$ cat config.mk
export PLATFORM = sky130hd
export DESIGN_NAME = button_conditioner_flat
export DESIGN_NICKNAME = d
export VERILOG_FILES = /design/src/rtl/button_pkg.sv /design/src/rtl/button_conditioner_if.sv /design/src/rtl/button_conditioner_channel.sv /design/src/rtl/button_conditioner.sv /design/src/flat_wrapper.sv
export SDC_FILE = /design/constraint.sdc
export NUM_CORES = 1
export LEC_CHECK = 0
export CORE_MARGIN = 8
export CORE_UTILIZATION = 46
export DETAILED_ROUTE_END_ITERATION = 6
export PLACE_DENSITY = 0.72
export SETUP_SLACK_MARGIN = 0.15
export SLEW_MARGIN = 20
export SYNTH_ARGS = -nofsm -noshare
export SYNTH_HDL_FRONTEND = slang
export SYNTH_SLANG_ARGS = --single-unit
$ cat constraint.sdc
create_clock -name Clk -period 5.62 [get_ports Clk]
set_clock_uncertainty 0.15 [all_clocks]
set_input_delay 1.124 -clock Clk [delete_from_list [all_inputs] [get_ports Clk]]
set_output_delay 1.124 -clock Clk [all_outputs]
set_load 0.01 [all_outputs]
$ cat src/rtl/button_pkg.sv
// Shared types and counter-width helpers for the push-button conditioner.
package button_pkg;

  typedef enum logic [1:0] {
    IDLE   = 2'd0,
    DELAY  = 2'd1,
    REPEAT = 2'd2
  } repeat_state_t;

  localparam int DEF_WIDTH           = 4;
  localparam int DEF_DEBOUNCE_CYCLES = 500000;
  localparam int DEF_REPEAT_DELAY    = 25000000;
  localparam int DEF_REPEAT_PERIOD   = 5000000;

  // Bits needed for a counter that runs 0..n-1; never narrower than one bit.
  function automatic int cnt_width(input int n);
    return (n < 2) ? 1 : $clog2(n);
  endfunction

  function automatic int max_int(input int a, input int b);
    return (a > b) ? a : b;
  endfunction

endpackage

$ cat src/rtl/button_conditioner_if.sv
// Board-side button bundle: raw pins in, conditioned level and pulses out.
interface button_conditioner_if #(
  parameter int WIDTH = 4
);
  logic [WIDTH-1:0] BtnRaw;
  logic [WIDTH-1:0] BtnLevel;
  logic [WIDTH-1:0] BtnPress;
  logic [WIDTH-1:0] BtnRelease;

  modport master (output BtnRaw, input BtnLevel, input BtnPress, input BtnRelease);
  modport slave  (input BtnRaw, output BtnLevel, output BtnPress, output BtnRelease);
endinterface

$ cat src/rtl/button_conditioner_channel.sv
// One button channel: 2-flop synchroniser, debounce counter, press/release
// pulse generation and an optional hold-to-repeat FSM.
module button_channel
  import button_pkg::*;
#(
  parameter int DEBOUNCE_CYCLES = DEF_DEBOUNCE_CYCLES,
  parameter int REPEAT_DELAY    = DEF_REPEAT_DELAY,
  parameter int REPEAT_PERIOD   = DEF_REPEAT_PERIOD,
  parameter bit REPEAT_EN       = 1'b0
) (
  input  logic Clk,
  input  logic Reset,
  input  logic raw_i,
  output logic level_o,
  output logic press_o,
  output logic release_o
);

  localparam int DB_W = cnt_width(DEBOUNCE_CYCLES);
  localparam int RC_W = max_int(cnt_width(REPEAT_DELAY), cnt_width(REPEAT_PERIOD));

  logic            sync1_q;
  logic            sync2_q;
  logic            stable_q;
  logic [DB_W-1:0] cnt_q;
  logic            release_q;
  logic            press_q;
  logic [RC_W-1:0] rcnt_q;
  repeat_state_t   state_q;

  logic cnt_done_s;
  logic accept_s;
  logic rise_s;
  logic fall_s;

  assign cnt_done_s = (cnt_q == DB_W'(DEBOUNCE_CYCLES - 1));
  assign accept_s   = (sync2_q != stable_q) && cnt_done_s;
  assign rise_s     = accept_s && sync2_q;
  assign fall_s     = accept_s && !sync2_q;

  // Synchronise the pin and accept a new level only after a full quiet run.
  always_ff @(posedge Clk or posedge Reset) begin
    if (Reset) begin
      sync1_q   <= 1'b0;
      sync2_q   <= 1'b0;
      stable_q  <= 1'b0;
      cnt_q     <= '0;
      release_q <= 1'b0;
    end else begin
      sync1_q   <= raw_i;
      sync2_q   <= sync1_q;
      release_q <= fall_s;
      if (sync2_q == stable_q) begin
        cnt_q <= '0;
      end else if (cnt_done_s) begin
        stable_q <= sync2_q;
        cnt_q    <= '0;
      end else begin
        cnt_q <= cnt_q + DB_W'(1);
      end
    end
  end

  // Press pulse plus auto-repeat; a release accepted this cycle wins over any repeat.
  always_ff @(posedge Clk or posedge Reset) begin
    if (Reset) begin
      state_q <= IDLE;
      rcnt_q  <= '0;
      press_q <= 1'b0;
    end else begin
      press_q <= rise_s;
      if (!REPEAT_EN) begin
        state_q <= IDLE;
        rcnt_q  <= '0;
      end else begin
        case (state_q)
          IDLE: begin
            rcnt_q <= '0;
            if (rise_s) begin
              state_q <= DELAY;
            end else begin
              state_q <= IDLE;
            end
          end
          DELAY: begin
            if (!stable_q || fall_s) begin
              state_q <= IDLE;
              rcnt_q  <= '0;
            end else if (rcnt_q == RC_W'(REPEAT_DELAY - 1)) begin
              press_q <= 1'b1;
              rcnt_q  <= '0;
              state_q <= REPEAT;
            end else begin
              rcnt_q <= rcnt_q + RC_W'(1);
            end
          end
          REPEAT: begin
            if (!stable_q || fall_s) begin
              state_q <= IDLE;
              rcnt_q  <= '0;
            end else if (rcnt_q == RC_W'(REPEAT_PERIOD - 1)) begin
              press_q <= 1'b1;
              rcnt_q  <= '0;
            end else begin
              rcnt_q <= rcnt_q + RC_W'(1);
            end
          end
          default: begin
            state_q <= IDLE;
            rcnt_q  <= '0;
          end
        endcase
      end
    end
  end

  assign level_o   = stable_q;
  assign press_o   = press_q;
  assign release_o = release_q;

endmodule

$ cat src/rtl/button_conditioner.sv
// Conditions WIDTH raw board buttons into clean levels and press/release pulses.
module button_conditioner
  import button_pkg::*;
#(
  parameter int               WIDTH           = DEF_WIDTH,
  parameter int               DEBOUNCE_CYCLES = DEF_DEBOUNCE_CYCLES,
  parameter int               REPEAT_DELAY    = DEF_REPEAT_DELAY,
  parameter int               REPEAT_PERIOD   = DEF_REPEAT_PERIOD,
  parameter logic [WIDTH-1:0] REPEAT_MASK     = 4'b1100
) (
  input logic                  Clk,
  input logic                  Reset,
  button_conditioner_if.slave  btn
);

  for (genvar i = 0; i < WIDTH; i++) begin : g_ch
    button_channel #(
      .DEBOUNCE_CYCLES (DEBOUNCE_CYCLES),
      .REPEAT_DELAY    (REPEAT_DELAY),
      .REPEAT_PERIOD   (REPEAT_PERIOD),
      .REPEAT_EN       (REPEAT_MASK[i])
    ) u_channel (
      .Clk       (Clk),
      .Reset     (Reset),
      .raw_i     (btn.BtnRaw[i]),
      .level_o   (btn.BtnLevel[i]),
      .press_o   (btn.BtnPress[i]),
      .release_o (btn.BtnRelease[i])
    );
  end

endmodule

$ cat src/flat_wrapper.sv
// flat-port wrapper written by rule: the top's interface ports become plain ports
module button_conditioner_flat import button_pkg::*;
#(
  parameter int               WIDTH           = DEF_WIDTH,
  parameter int               DEBOUNCE_CYCLES = DEF_DEBOUNCE_CYCLES,
  parameter int               REPEAT_DELAY    = DEF_REPEAT_DELAY,
  parameter int               REPEAT_PERIOD   = DEF_REPEAT_PERIOD,
  parameter logic [WIDTH-1:0] REPEAT_MASK     = 4'b1100
)
  (Clk, Reset, btn_BtnRaw, btn_BtnLevel, btn_BtnPress, btn_BtnRelease);
  button_conditioner_if #(.WIDTH(WIDTH)) btn_i ();
  input logic Clk;
  input logic Reset;
  input wire logic [$bits(btn_i.BtnRaw)-1:0] btn_BtnRaw;
  output wire logic [$bits(btn_i.BtnLevel)-1:0] btn_BtnLevel;
  output wire logic [$bits(btn_i.BtnPress)-1:0] btn_BtnPress;
  output wire logic [$bits(btn_i.BtnRelease)-1:0] btn_BtnRelease;
  assign btn_i.BtnRaw = btn_BtnRaw;
  assign btn_BtnLevel = btn_i.BtnLevel;
  assign btn_BtnPress = btn_i.BtnPress;
  assign btn_BtnRelease = btn_i.BtnRelease;
  button_conditioner #(.WIDTH(WIDTH), .DEBOUNCE_CYCLES(DEBOUNCE_CYCLES), .REPEAT_DELAY(REPEAT_DELAY), .REPEAT_PERIOD(REPEAT_PERIOD), .REPEAT_MASK(REPEAT_MASK)) u_core (.Clk(Clk), .Reset(Reset), .btn(btn_i));
endmodule
### Yosys cells after proc, flatten, opt, wreduce, memory -nomap -nowiden

Cells that the tools add are included.
W data, S select, Z words.

| word-level totals | value |
|---|---|
| logic and storage cells | 128 |
| register bits | 150 |
| input port bits | 6 |
| output and inout port bits | 12 |

| cells by class | value |
|---|---|
| bitwise operators | 4 |
| $add $sub $neg | 6 |
| equality and inequality tests | 24 |
| reduce and logical (&&, ||, !) cells | 28 |
| mux-type cells | 38 |

Operators by type and width:

| kind | number |
|---|---|
| $mux W25 | 8 |
| $mux W19 | 8 |
| $pmux W25 S2 | 2 |
| $add A19 B1 Y19 const B | 4 |
| $eq A19 B19 Y1 const B | 4 |
| $add A25 B1 Y25 const B | 2 |
| $eq A25 B23 Y1 const B | 2 |
| $eq A25 B25 Y1 const B | 2 |
| $logic_and A1 B1 Y1 | 12 |
| $mux W2 | 6 |
| $pmux W2 S3 | 2 |
| $reduce_and A2 Y1 | 6 |
| $mux W1 | 10 |
| $logic_not A1 Y1 | 6 |
| $ne A3 B3 Y1 const B | 2 |
| $eq A1 B1 Y1 | 4 |
| $eq A2 B1 Y1 const B | 2 |
| $eq A2 B2 Y1 const B | 2 |
| $logic_not A2 Y1 | 2 |
| $ne A1 B1 Y1 | 4 |
| $ne A2 B2 Y1 const B | 2 |
| $not A1 Y1 | 4 |
| $pmux W1 S2 | 2 |
| $logic_or A1 B1 Y1 | 2 |

### Longest topological paths before layout

| logic depth | value |
|---|---|
| word-level depth | 6 |
| gate-level depth with buffers | 8 |
| depth with buffers taken out | 7 |

### Modules after synthesis

A second synthesis with hierarchy kept.

| second synthesis, totals | value |
|---|---|
| cell total of the unflattened synthesis | 736 |
| area, all modules | 7532.2 um^2 |

By module, submodules not included:

| module | seq. area each (um^2) | cells an instance | area each (um^2) | times used |
|---|---|---|---|---|
| button_channel at u_core.g_ch[3].u_channel | 1276.2 | 265 | 2606.2 | 1 |
| button_channel at u_core.g_ch[2].u_channel | 1276.2 | 251 | 2541.2 | 1 |
| button_channel at u_core.g_ch[0].u_channel ... | 600.6 | 110 | 1192.4 | 2 |

### Least setup slack after synthesis

Ideal clock, no wire load.

| timing | value |
|---|---|
| path kind | flip-flop to flip-flop |
| from | reg u_core.g_ch[3].u_channel.rcnt_q[17] |
| to | reg u_core.g_ch[3].u_channel.rcnt_q[16] |
| library setup time | 0.119 ns |
| period minus slack after synthesis | 2.151 ns |
| cell stages (with the launch flop) | 7 |
| required time | 5.351 ns |
| arrival | 1.882 ns |
| buffers on the path | 1 |
| setup slack | 3.469 ns |
| path through | dfrtp_1 > or4_1 > nor4_4 > a21oi_1 > o2111ai_4 > buf_6 > nor2_1 |

| between the ends | value |
|---|---|
| word-level cells in the longest chain between the ends | 4 |
| elaborated cells between the ends (all ways) | 7 |
| those cells by class | 2 x eq/ne; 5 x mux |

RTL lines:

| item | RTL line | RTL |
|---|---|---|
| start: declaration | button_conditioner_channel.sv:28 | `logic [RC_W-1:0] rcnt_q;` |
| start signal: assignment | button_conditioner_channel.sv:94 | `rcnt_q <= rcnt_q + RC_W'(1);` |
| start signal: assignment | button_conditioner_channel.sv:105 | `rcnt_q <= rcnt_q + RC_W'(1);` |
| $eq A25 B23 Y1 or $eq A25 B25 Y1 (tied branches) | button_conditioner_channel.sv:101, button_conditioner_channel.sv:89 |  |
| $mux W25 (on tied branches) | button_conditioner_channel.sv:101, button_conditioner_channel.sv:89 |  |
| $mux W25 (on tied branches) | button_conditioner_channel.sv:98, button_conditioner_channel.sv:86 |  |
| $pmux W25 S2 * | button_conditioner_channel.sv:76 | `case (state_q)` |

Mark *: on every way between the ends. The rest lies on a longest branch, timed or not.
A chain may end at the register's enable or synchronous reset.

### Worst setup path in the final report

| timing | value |
|---|---|
| from | reg u_core.g_ch[3].u_channel.stable_q |
| to | out btn_BtnLevel[3] |

RTL lines:

| item | RTL line | RTL |
|---|---|---|
| start: declaration | button_conditioner_channel.sv:24 | `logic stable_q;` |
| start signal: assignment | button_conditioner_channel.sv:56 | `stable_q <= sync2_q;` |
| end: declaration | flat_wrapper.sv:15 | `output wire logic [$bits(btn_i.BtnLevel)-1:0] btn_BtnLevel;` |

No word-level cell between the ends.

==> out/results.env <==
FF_LATCH_AREA_UM2=3754
FP-ROW-COUNT=46
FRACTION_OF_FINAL_LAYOUT_CELLS_SIZED_BEYOND_DRIVE_STRENGTH_1_PCT=6.533
NUMCLOCKSINKS=150
MAXSLEWVIOLCOUNT=0
GRT_FIRST_PASS_WIRELENGTH_UM=22140
FINAL_MIN_PERIOD_OVER_CLOCK_PERIOD_PCT=50.05
ROOT_BUFFER='sky130_fd_sc_hd__clkbuf_16'
CTS_BUFFER_DEPTH=2
SYNTH_MUX_AREA_SHARE_PCT=0.4605
IO_PINS=18
WORSTHOLDPATHCELLS=0
CTS_MAX_LEVEL=4
LAYOUT_COMMON_CELLS='156 x sky130_fd_sc_hd__nor2_1, 150 x sky130_fd_sc_hd__dfrtp_1, 74 x sky130_fd_sc_hd__xor2_1'
SYNTH_TOP_FAMILY_BY_AREA='simple AND/OR/NAND/NOR gates'
NETS=756
TIMING.FINAL.SETUP_VIOLATIONS=0
YOSYSSEQAREASHARE_PCT=51.17
TRITONCTS_CLOCK_TREE='yes'
TIMING.REG2REG.SETUP_SLACK_NS=3.08
DRC_ERRORS=0
WORST-SETUP-PATH-TYPE='register to output port'
SYNTH_SIMPLE_GATE_AREA_SHARE_PCT=26.45
FINALCRITICALPERIOD_NS=2.813
MULTIINPUTGATEAREA_UM2=3323
BUFFER_PORTS.INSERTED=17
NUMBER_OF_ITERATIONS_IN_THE_FIRST_DETAILED_ROUTING_PASS=4
WORSTSETUPENDPOINTTYPE='output port'
RELATIVE_AREA_CHANGE_FROM_SYNTHESIS_TO_FINAL_LAYOUT_PCT=11.68
FIN_TNS_SETUP_NS=0
INITIAL_CORE_UTIL_PCT=46.69
HPWL_UM=8155
CP_SLOWEST_CELL='sky130_fd_sc_hd__clkdlybuf4s50_1'
SYNTH_ADDER_AREA_SHARE_PCT=2.047
CLASS_OF_THE_TIGHTEST_HOLD_OR_REMOVAL_CHECK='register to register'
FINAL_ANTENNA_NET_COUNT=0
WORSTPATHARRIVAL_NS=1.54
WORST_SKEW_PAIR.LATE_LATENCY_NS=0.43
POWER.DENSITY_CELL_AREA_nW_PER_UM2=274.9
TIMING.RR.START='u_core.g_ch[2].u_channel.rcnt_q[7]'
INSERTEDDIODECOUNT=0
SYNTH_EDF_COUNT=0
ANTENNA_FOUND_INITIAL=0
FINAL-HOLD-VIOLATION-COUNT=0
POWER_LEAKAGE_uW=0.003356
WORST_PATH_DOMINANT_CELL_FAMILY='buffers and inverters'
SYNTH_CELLS=727
WORST-R2R-CELL-COUNT=5
WORST_PIN_SLEW_NS=1.034
CP-START-KIND='register'
SYNTH_SEQ_CELLS=150
PRE_CTS_SLACK_NS=2.786
DETAIL_ROUTE.WIRELENGTH_UM=12510
SYN-NUM-NETS=745
CAP_VIOL_MAX_COUNT=0
FRACTION_OF_REGISTERS_WITH_ASYNC_SET_RESET_PCT=100.0
SYNTH_COMPOUND_AREA_SHARE_PCT=2.251
OUTCOME='finished, final reports clean'
HP-START='u_core.g_ch[2].u_channel.sync1_q'
REG2REG_TO='u_core.g_ch[2].u_channel.rcnt_q[13]'
PEAK_SUPPLY_DROP_mV=0.2139
LAYOUT_COMMONEST_CELL='sky130_fd_sc_hd__nor2_1'
SETUP_REPAIR_AFTER_GLOBAL_ROUTING_MISSED_ITS_MARGIN='false'
HOLD_CRITICAL_PATH_ENDPOINT='u_core.g_ch[2].u_channel.sync2_q'
INITIAL_DRC_COUNT=321
WORST_RELATIVE_SLEW_SLACK_PCT=30.51
FILLERS=1403
POST_SYNTH.CELL_AREA_AVG_UM2=10.09
POSTCTSRESIZEDCELLS=0
DETAIL_ROUTE.WL_PER_CELL_UM=12.95
FP.DIEH_UM=142.3
GPL.FINAL_WEIGHTED_CONGESTION=0.7788
CRIT_PATH_CELL_TRACE='clkdlybuf4s50_1'
ACHIEVABLE-FREQUENCY_MHz=355.5
WORST-PATH-BUF-INV=1
WORST_SETUP_HOLD_PATH_CLK_SLEW_NS=0.06
SYNTHESIZED_CELL_AREA_UM2=7336
CTS_MADE_BUFFERS=17
GRTUSAGETOTAL_PCT=13.32
CRIT_REQUIRED_NS=4.35
FIN_WS_NS=2.807
PATH_MAX_FANOUT=8
DESIGN.DIE.AREA_UM2=20240
GRT_PASS1_VIAS=4872
SYNTH_XOR_AREA_SHARE_PCT=14.09
CTS_POST_SETUP_BUFFERS_INSERTED=0
PIN_COUNT_OF_THE_BIGGEST_NET_ENTERING_GLOBAL_ROUTING=95
SYNTHFLOPTYPE='sky130_fd_sc_hd__dfrtp_1'
VIAS_PER_CELL=5.152
DETAILROUTE.VIA_COUNT=4977
DIE_WIDTH_UM=142.3
FP.COREAREA_UM2=15710
GRT-OVFL-TOTAL=0
CPPEAKSTAGEDELAY_NS=0.61
SYNTH_CELL_TYPES=46
YOSYS_WARNINGS=0
CTSHOLDBUFFERS=0
-- layer usage --
| metal | up-vias | wire (um) | GRT usage (%) |
|---|---|---|---|
| met5 | - | 0 | 0 |
| met1 | 2430 | 6288 | 17.38 |
| met3 | 11 | 372 | 3.388 |
| met4 | 0 | 136 | 5.031 |
| li1 | 2484 | - | - |
| met2 | 52 | 5712 | 20.89 |
-- final cells by class --
class                           count  area share (%)
Sequential cell                   150           45.82
Multi-Input combinational cell    529           40.56
Clock inverter                      8           1.206
Tap cell                          216           3.299
Timing Repair Buffer               19           2.260
Clock buffer                       23           5.834
Inverter                           21           1.023
-- state kept, by name, indices dropped and copies added (netlist names) --
signal                           count
u_core.g_ch.u_channel.rcnt_q        50
u_core.g_ch.u_channel.level_o        4
u_core.g_ch.u_channel.sync2_q        4
u_core.g_ch.u_channel.release_o      4
u_core.g_ch.u_channel.sync1_q        4
u_core.g_ch.u_channel.press_o        4
u_core.g_ch.u_channel.state_q        4
u_core.g_ch.u_channel.cnt_q         76
-- synthesized netlist by cell type (8+ instances only) --
cell | number | share of area (%)
sky130_fd_sc_hd__nor3_1 | 12 | 0.82
sky130_fd_sc_hd__buf_4 | 12 | 1.2
sky130_fd_sc_hd__nand4_1 | 30 | 2.6
sky130_fd_sc_hd__ha_1 | 12 | 2.0
sky130_fd_sc_hd__nand2_1 | 47 | 2.4
sky130_fd_sc_hd__and4_1 | 12 | 1.4
sky130_fd_sc_hd__nand4b_1 | 8 | 0.96
sky130_fd_sc_hd__dfrtp_1 | 150 | 51
sky130_fd_sc_hd__nor4_1 | 9 | 0.77
sky130_fd_sc_hd__xnor2_1 | 44 | 5.3
sky130_fd_sc_hd__xor2_1 | 74 | 8.8
sky130_fd_sc_hd__nand3_1 | 46 | 3.1
sky130_fd_sc_hd__nor2_1 | 156 | 8.0
sky130_fd_sc_hd__inv_1 | 21 | 1.1
sky130_fd_sc_hd__and3_1 | 18 | 1.5
-- stage by stage --
| stage | cells | area, um^2 | hold WS, ns | utilization [%] | total power [uW] |
|---|---|---|---|---|---|
| after floorplan | 727 | 7336 | 0.1812 | - | 1153 |
| after detailed placement | 935 | 7616 | 0.1879 | 48.47 | 1169 |
| after CTS | 966 | 8193 | 0.2033 | 52.14 | 2277 |
| final | 966 | 8193 | 0.1995 | 52.14 | 2253 |
| after global routing | 966 | 8193 | 0.2047 | 52.14 | 2327 |
| after global placement | 935 | 7616 | 0.1847 | 48.47 | 1169 |
-- logic make-up (layout without fill, tap and decap cells) --
kind of cell,Yosys count,after routing
AND/OR/NAND/NOR,378,378
flip-flops,150,150
XOR/XNOR,118,118
buffers and inverters,48,71
AO/OA/AOI/OAI,18,18
adder cells (fa/ha/maj),12,12
multiplexers,3,3
-- how the worst max path moves through the flow --
stage | start | end | slack [ns] | depth (start not counted)
2_1_floorplan | Reset | u_core.g_ch[0].u_channel.cnt_q[0] | 0.31 | 1
3_3_place_gp | Reset | u_core.g_ch[1].u_channel.cnt_q[15] | 2.77 | 3
3_5_place_dp | Reset | u_core.g_ch[1].u_channel.cnt_q[15] | 2.79 | 3
4_1_cts | u_core.g_ch[3].u_channel.level_o | btn_BtnLevel[3] | 2.78 | 1
5_1_grt | u_core.g_ch[3].u_channel.level_o | btn_BtnLevel[3] | 2.74 | 1
6_report | u_core.g_ch[3].u_channel.level_o | btn_BtnLevel[3] | 2.81 | 1
-- where the power goes --
part | internal (uW) | switching, uW | leakage, uW
combinational | 12.8 | 35.3 | 0.00101
clock | 684 | 421 | 0.000279
sequential | 1090 | 9.38 | 0.00207
Power figures use the tool's default switching activity.
